**config.mk**
```make
export PLATFORM = sky130hd
export DESIGN_NAME = perf_counter_bank
export DESIGN_NICKNAME = d
export VERILOG_FILES = /design/src/rtl/perf_pkg.sv /design/src/rtl/perf_counter.sv /design/src/rtl/perf_counter_bank.sv
export SDC_FILE = /design/constraint.sdc
export NUM_CORES = 1
export LEC_CHECK = 0
export CAP_MARGIN = 20
export CORE_ASPECT_RATIO = 1.75
export CORE_UTILIZATION = 45
export DETAILED_ROUTE_END_ITERATION = 8
export PLACE_DENSITY = 0.62
export SLEW_MARGIN = 20
export SYNTH_ARGS = -nofsm -noshare
export SYNTH_HDL_FRONTEND = slang
export SYNTH_HIERARCHICAL = 1
export SYNTH_SLANG_ARGS = --single-unit
export TNS_END_PERCENT = 30
```
**constraint.sdc**
```tcl
create_clock -name clk -period 3.3 [get_ports clk]
set_clock_uncertainty 0.2 [all_clocks]
set_input_delay 0.495 -clock clk [delete_from_list [all_inputs] [get_ports clk]]
set_output_delay 0.495 -clock clk [all_outputs]
set_load 0.005 [all_outputs]
```
**src/rtl/perf_pkg.sv**
```systemverilog
// Shared constants for the performance counter bank.
package perf_pkg;

  // Fixed counter slots; event counters start at CNT_EV_BASE.
  localparam int unsigned CNT_CYCLE   = 0;
  localparam int unsigned CNT_INSTR   = 1;
  localparam int unsigned CNT_EV_BASE = 2;

  // Overflow behaviour encodings for the SATURATE parameter.
  localparam int unsigned SAT_WRAP = 0;
  localparam int unsigned SAT_HOLD = 1;

endpackage : perf_pkg

```
**src/rtl/perf_counter.sv**
```systemverilog
// Single WIDTH-bit event counter with clear, wrap/saturate mode and sticky overflow.
module perf_counter
  import perf_pkg::*;
#(
  parameter int unsigned WIDTH    = 32,
  parameter int unsigned SATURATE = SAT_WRAP
) (
  input  logic             clk,
  input  logic             reset,
  input  logic             inc,
  input  logic             clr,
  output logic [WIDTH-1:0] count,
  output logic             ovf
);

  localparam logic [WIDTH-1:0] ALL_ONES = '1;

  // Count update; clear beats increment, reset beats everything.
  always_ff @(posedge clk) begin
    if (reset) begin
      count <= '0;
      ovf   <= 1'b0;
    end else if (clr) begin
      count <= '0;
      ovf   <= 1'b0;
    end else if (inc) begin
      if (count == ALL_ONES) begin
        ovf <= 1'b1;
        if (SATURATE == SAT_HOLD) begin
          count <= ALL_ONES;
        end else begin
          count <= '0;
        end
      end else begin
        count <= count + WIDTH'(1);
      end
    end
  end

endmodule : perf_counter

```
**src/rtl/perf_counter_bank.sv**
```systemverilog
// Bank of cycle/instruction/event counters with snapshot shadows and a read mux.
module perf_counter_bank
  import perf_pkg::*;
#(
  parameter int unsigned NUM_CNT  = 4,
  parameter int unsigned WIDTH    = 32,
  parameter int unsigned SATURATE = SAT_WRAP
) (
  input  logic                       clk,
  input  logic                       reset,
  input  logic                       enable,
  input  logic                       stall,
  input  logic [NUM_CNT-3:0]         event_in,
  input  logic                       clear,
  input  logic                       snap,
  input  logic [$clog2(NUM_CNT)-1:0] rd_idx,
  output logic [WIDTH-1:0]           rd_data,
  output logic [NUM_CNT-1:0]         ovf,
  output logic                       snap_valid
);

  logic [NUM_CNT-1:0] inc;
  logic [WIDTH-1:0]   live   [NUM_CNT];
  logic [WIDTH-1:0]   shadow [NUM_CNT];

  // One counter per slot; the increment source depends on the slot role.
  for (genvar k = 0; k < NUM_CNT; k++) begin : g_cnt
    if (k == CNT_CYCLE) begin : g_cycle
      assign inc[k] = enable;
    end else if (k == CNT_INSTR) begin : g_instr
      assign inc[k] = enable & ~stall;
    end else begin : g_event
      assign inc[k] = enable & event_in[k-CNT_EV_BASE];
    end

    perf_counter #(
      .WIDTH    (WIDTH),
      .SATURATE (SATURATE)
    ) u_cnt (
      .clk   (clk),
      .reset (reset),
      .inc   (inc[k]),
      .clr   (clear),
      .count (live[k]),
      .ovf   (ovf[k])
    );
  end

  // Shadow capture samples pre-update live values; clear never touches shadows.
  always_ff @(posedge clk) begin
    if (reset) begin
      for (int i = 0; i < int'(NUM_CNT); i++) begin
        shadow[i] <= '0;
      end
      snap_valid <= 1'b0;
    end else if (snap) begin
      for (int i = 0; i < int'(NUM_CNT); i++) begin
        shadow[i] <= live[i];
      end
      snap_valid <= 1'b1;
    end
  end

  // Zero-latency shadow read; unpopulated indices read as zero.
  always_comb begin
    rd_data = '0;
    if (32'(rd_idx) < NUM_CNT) begin
      rd_data = shadow[rd_idx];
    end
  end

endmodule : perf_counter_bank

```
==> results of run 1 <==
## per-stage QoR
stage / total power, mW / worst slack (ps) / hold slack (ps)
after CTS: 7.02 / 454 / 191
after global routing: 7.16 / 426 / 217
after global placement: 3.92 / 310 / 251
after floorplan: 3.77 / 182 / 264
after detailed placement: 3.93 / 271 / 253
final: 6.95 / 478 / 216
## worst paths after layout
check	cells after the start	slack, ps	end
worst max-delay path	4	480	rd_data[31]
worst min-delay path	2	220	snap_valid$_SDFFE_PP0P_
worst max register to register	7	830	g_cnt[3].u_cnt/count[2]$_SDFFE_PP0P_
worst min register to register	1	270	g_cnt[0].u_cnt/ovf$_SDFFE_PP0P_
## area by class of cell
type / instances / share of cell area, %
Clock buffer: 30 / 4.93
Clock inverter: 15 / 1.53
Inverter: 8 / 0.219
Multi-Input combinational cell: 673 / 37.0
Sequential cell: 261 / 47.5
Tap cell: 320 / 2.92
Timing Repair Buffer: 79 / 5.92
## worst reg2reg max path: stages (launching register included)
cell     delay (ps)
dfxtp_1         430
nand4_1         320
nor2_1          420
buf_4           230
nand4_2         170
o21ai_4         160
buf_4           310
nor2_1          110
## cell usage after synthesis (4+ instances only)
cell type    n  area, um2
buf_6        9        101
or2_2        5       31.3
o211ai_1     4       30.0
mux4_2      30        676
and4_1       8       70.1
nand3_1     36        180
o21a_1       4       30.0
nor2b_1      5       31.3
buf_2       22        110
nand4_1     52        325
a21oi_1      4       20.0
dfxtp_1    133       2660
mux2i_1      4       40.0
nand4_2      8        100
xor2_1     100        876
nand2_1     40        150
inv_1        8       30.0
xnor2_1     16        140
o21ai_0      4       20.0
a31oi_1      4       25.0
and3_1      32        200
and2_1      14       87.6
o21ai_4      4       65.1
or3_1        4       25.0
clkbuf_1    25       93.8
and3b_1    128       1120
nor3_2       4       40.0
nor2_1     148        556
nor3_4       4       65.1
edfxtp_1   128       3840
ha_1         4       50.1
a41o_1       4       40.0
## logic make-up after synthesis
group	share of synthesized area, %
simple gates	24.9
flops	54.4
xor+xnor	8.50
buf+inv	3.31
mux	6.42
compound gates	2.01
fa+ha+maj	0.419
## metal layers
layer  part of all wire (%)  up-vias
met4                    3.5        0
met2                     52      117
met1                     42     3833
met5                      0        -
met3                    2.8       57
li1                       -     3711
## registers in the layout (all words and copies together) (netlist names)
register and flops:
g_cnt.u_cnt/count 128, shadow 128, g_cnt.u_cnt/ovf 4, snap_valid 1
## report_power, final
part	switching, mW	internal, mW	leakage, nW	total, mW
Combinational	0.174	0.172	2.70	0.346
Sequential	0.0353	3.47	2.47	3.51
Clock	1.25	1.85	0.434	3.10
==> flow_metrics.env, run 1 <==
export IMPL_final_antenna_net_count=0
export IMPL_grt_usage_pct=20.3
export IMPL_critPathMaxStageDelay_ps=510
export IMPL_n_antenna_cell=0
export IMPL_drv_cap=0
export IMPL_rsz0062_at_grt="no"
export IMPL_avgRoutedWirePerCell_um=19.4
export IMPL_synthCells=1001
export IMPL_grt_util_met3_pct=2.18
export IMPL_final_util_pct=52.5
export IMPL_num_rows=78
export IMPL_cts_tree="done"
export IMPL_drt_total_wl_mm=26.8
export IMPL_final_period_utilization_pct=85.5
export IMPL_setup_tns_ps=0
export IMPL_cp_startpoint="rd_idx[1]"
export IMPL_multiInputGateArea_mm2=0.00506
export IMPL_hold_path_class="input pin to flop"
export IMPL_insertion_delay_ps=540
export IMPL_post_cts_buffers=0
export IMPL_slowest_stage="clkdlybuf4s50_1"
export IMPL_synth_cell_types=35
export IMPL_layout_drive_gt1_share_pct=12.2
export IMPL_layout_common_cells="148 x nor2_1, 133 x dfxtp_1, 128 x and3b_1, 128 x edfxtp_1, 100 x xor2_1"
export IMPL_worstSetupPathType="input pin to primary output"
export IMPL_cts_repair_resized=0
export IMPL_worstPathArrival_ps=2130
export IMPL_grt_pass1_wl_mm=42.9
export IMPL_critPathLaunchType="input pin"
export IMPL_io_buffers=46
export IMPL_fmax_mhz=354
export IMPL_worst_ep_required_time_ps=2600
export IMPL_relSlewSlack_pct=42.7
export IMPL_initial_core_util_pct=45.9
export IMPL_cts_path_max_buffers=3
export IMPL_syn_area_per_cell_um2=11.9
export IMPL_async_reset_ff_share_pct=0
export IMPL_finalHoldViolations=0
export IMPL_ys_warn_count=6
export IMPL_dieArea_mm2=0.0273
export IMPL_grt_use_met1_pct=24.1
export IMPL_routed_via_count=7718
export IMPL_coreArea_mm2=0.0261
export IMPL_path_buf_inv=3
export IMPL_placedCellCount=1341
export IMPL_grt_pass1_vias=7758
export IMPL_firstDrtPassIters=4
export IMPL_grtUsageMet2_pct=37.0
export IMPL_via_per_inst=5.57
export IMPL_end_kind="primary output"
export IMPL_dp_hpwl_mm=18.5
export IMPL_grt_max_degree=103
export IMPL_grt_busiest_layer="met2"
export IMPL_fin_cells=1386
export IMPL_syn_nets=1015
export IMPL_synthFlopType="dfxtp_1"
export IMPL_critical_path_top_delay_family="buffers and inverters"
export IMPL_regArea_mm2=0.00651
export IMPL_place_area_mm2=0.0128
export IMPL_maxSlewViolCount=0
export IMPL_ctsHoldBuffers=0
export IMPL_nets=1062
export IMPL_peakVddDrop_mv=0.320
export IMPL_r2r_start="g_cnt[3].u_cnt/count[3]$_SDFFE_PP0P_"
export IMPL_tightest_slew_ps=859
export IMPL_area_growth_synth_to_final_pct=14.5
export IMPL_clkSinkCount=261
export IMPL_drc=0
export IMPL_finalSetupViolations=0
export IMPL_crit_top_cell="clkdlybuf4s50_1"
export IMPL_grt_ovfl_total=0
export IMPL_drt_iter0_markers=406
export IMPL_cp_cell_sequence="clkdlybuf4s50_1, buf_12, mux4_1, clkdlybuf4s50_1"
export IMPL_power_density_mw_per_mm2=508
export IMPL_die_w_um=125
export IMPL_syn_cell_area_mm2=0.0120
export IMPL_routabilityCongestion=0.833
export IMPL_cellLeakagePower_nw=5.60
export IMPL_finalInstanceArea_mm2=0.0137
export IMPL_clk_pin_slew_ps=60
export IMPL_fin_crit_ps=2820
export IMPL_cts_made_buffers=25
export IMPL_seq_area_frac_synth_pct=54.4
export IMPL_antenna_found_initial=0
export IMPL_fill_cells=2210
export IMPL_cts_root_buf="clkbuf_16"
export IMPL_final_common_cell="nor2_1"
export IMPL_synth_edf_count=128
export IMPL_h_tree_depth=1
export IMPL_synth_seq_cells=261
export IMPL_die_height_um=218
export IMPL_run_status="finished clean"
export IMPL_cp_max_fo=32
export IMPL_ios=47
export IMPL_min_delay_start="snap"
Power figures use the tool's default switching activity.
==> run 2, diff against run 1 <==
--- a/config.mk
+++ b/config.mk
@@ -9,6 +9,7 @@
 export CORE_ASPECT_RATIO = 1.75
 export CORE_UTILIZATION = 45
 export DETAILED_ROUTE_END_ITERATION = 8
+export GPL_TIMING_DRIVEN = 1
 export PLACE_DENSITY = 0.62
 export SLEW_MARGIN = 20
 export SYNTH_ARGS = -nofsm -noshare
==> results of run 2 <==
No change in the layout: final DEF, timing and power equal those of run 1.
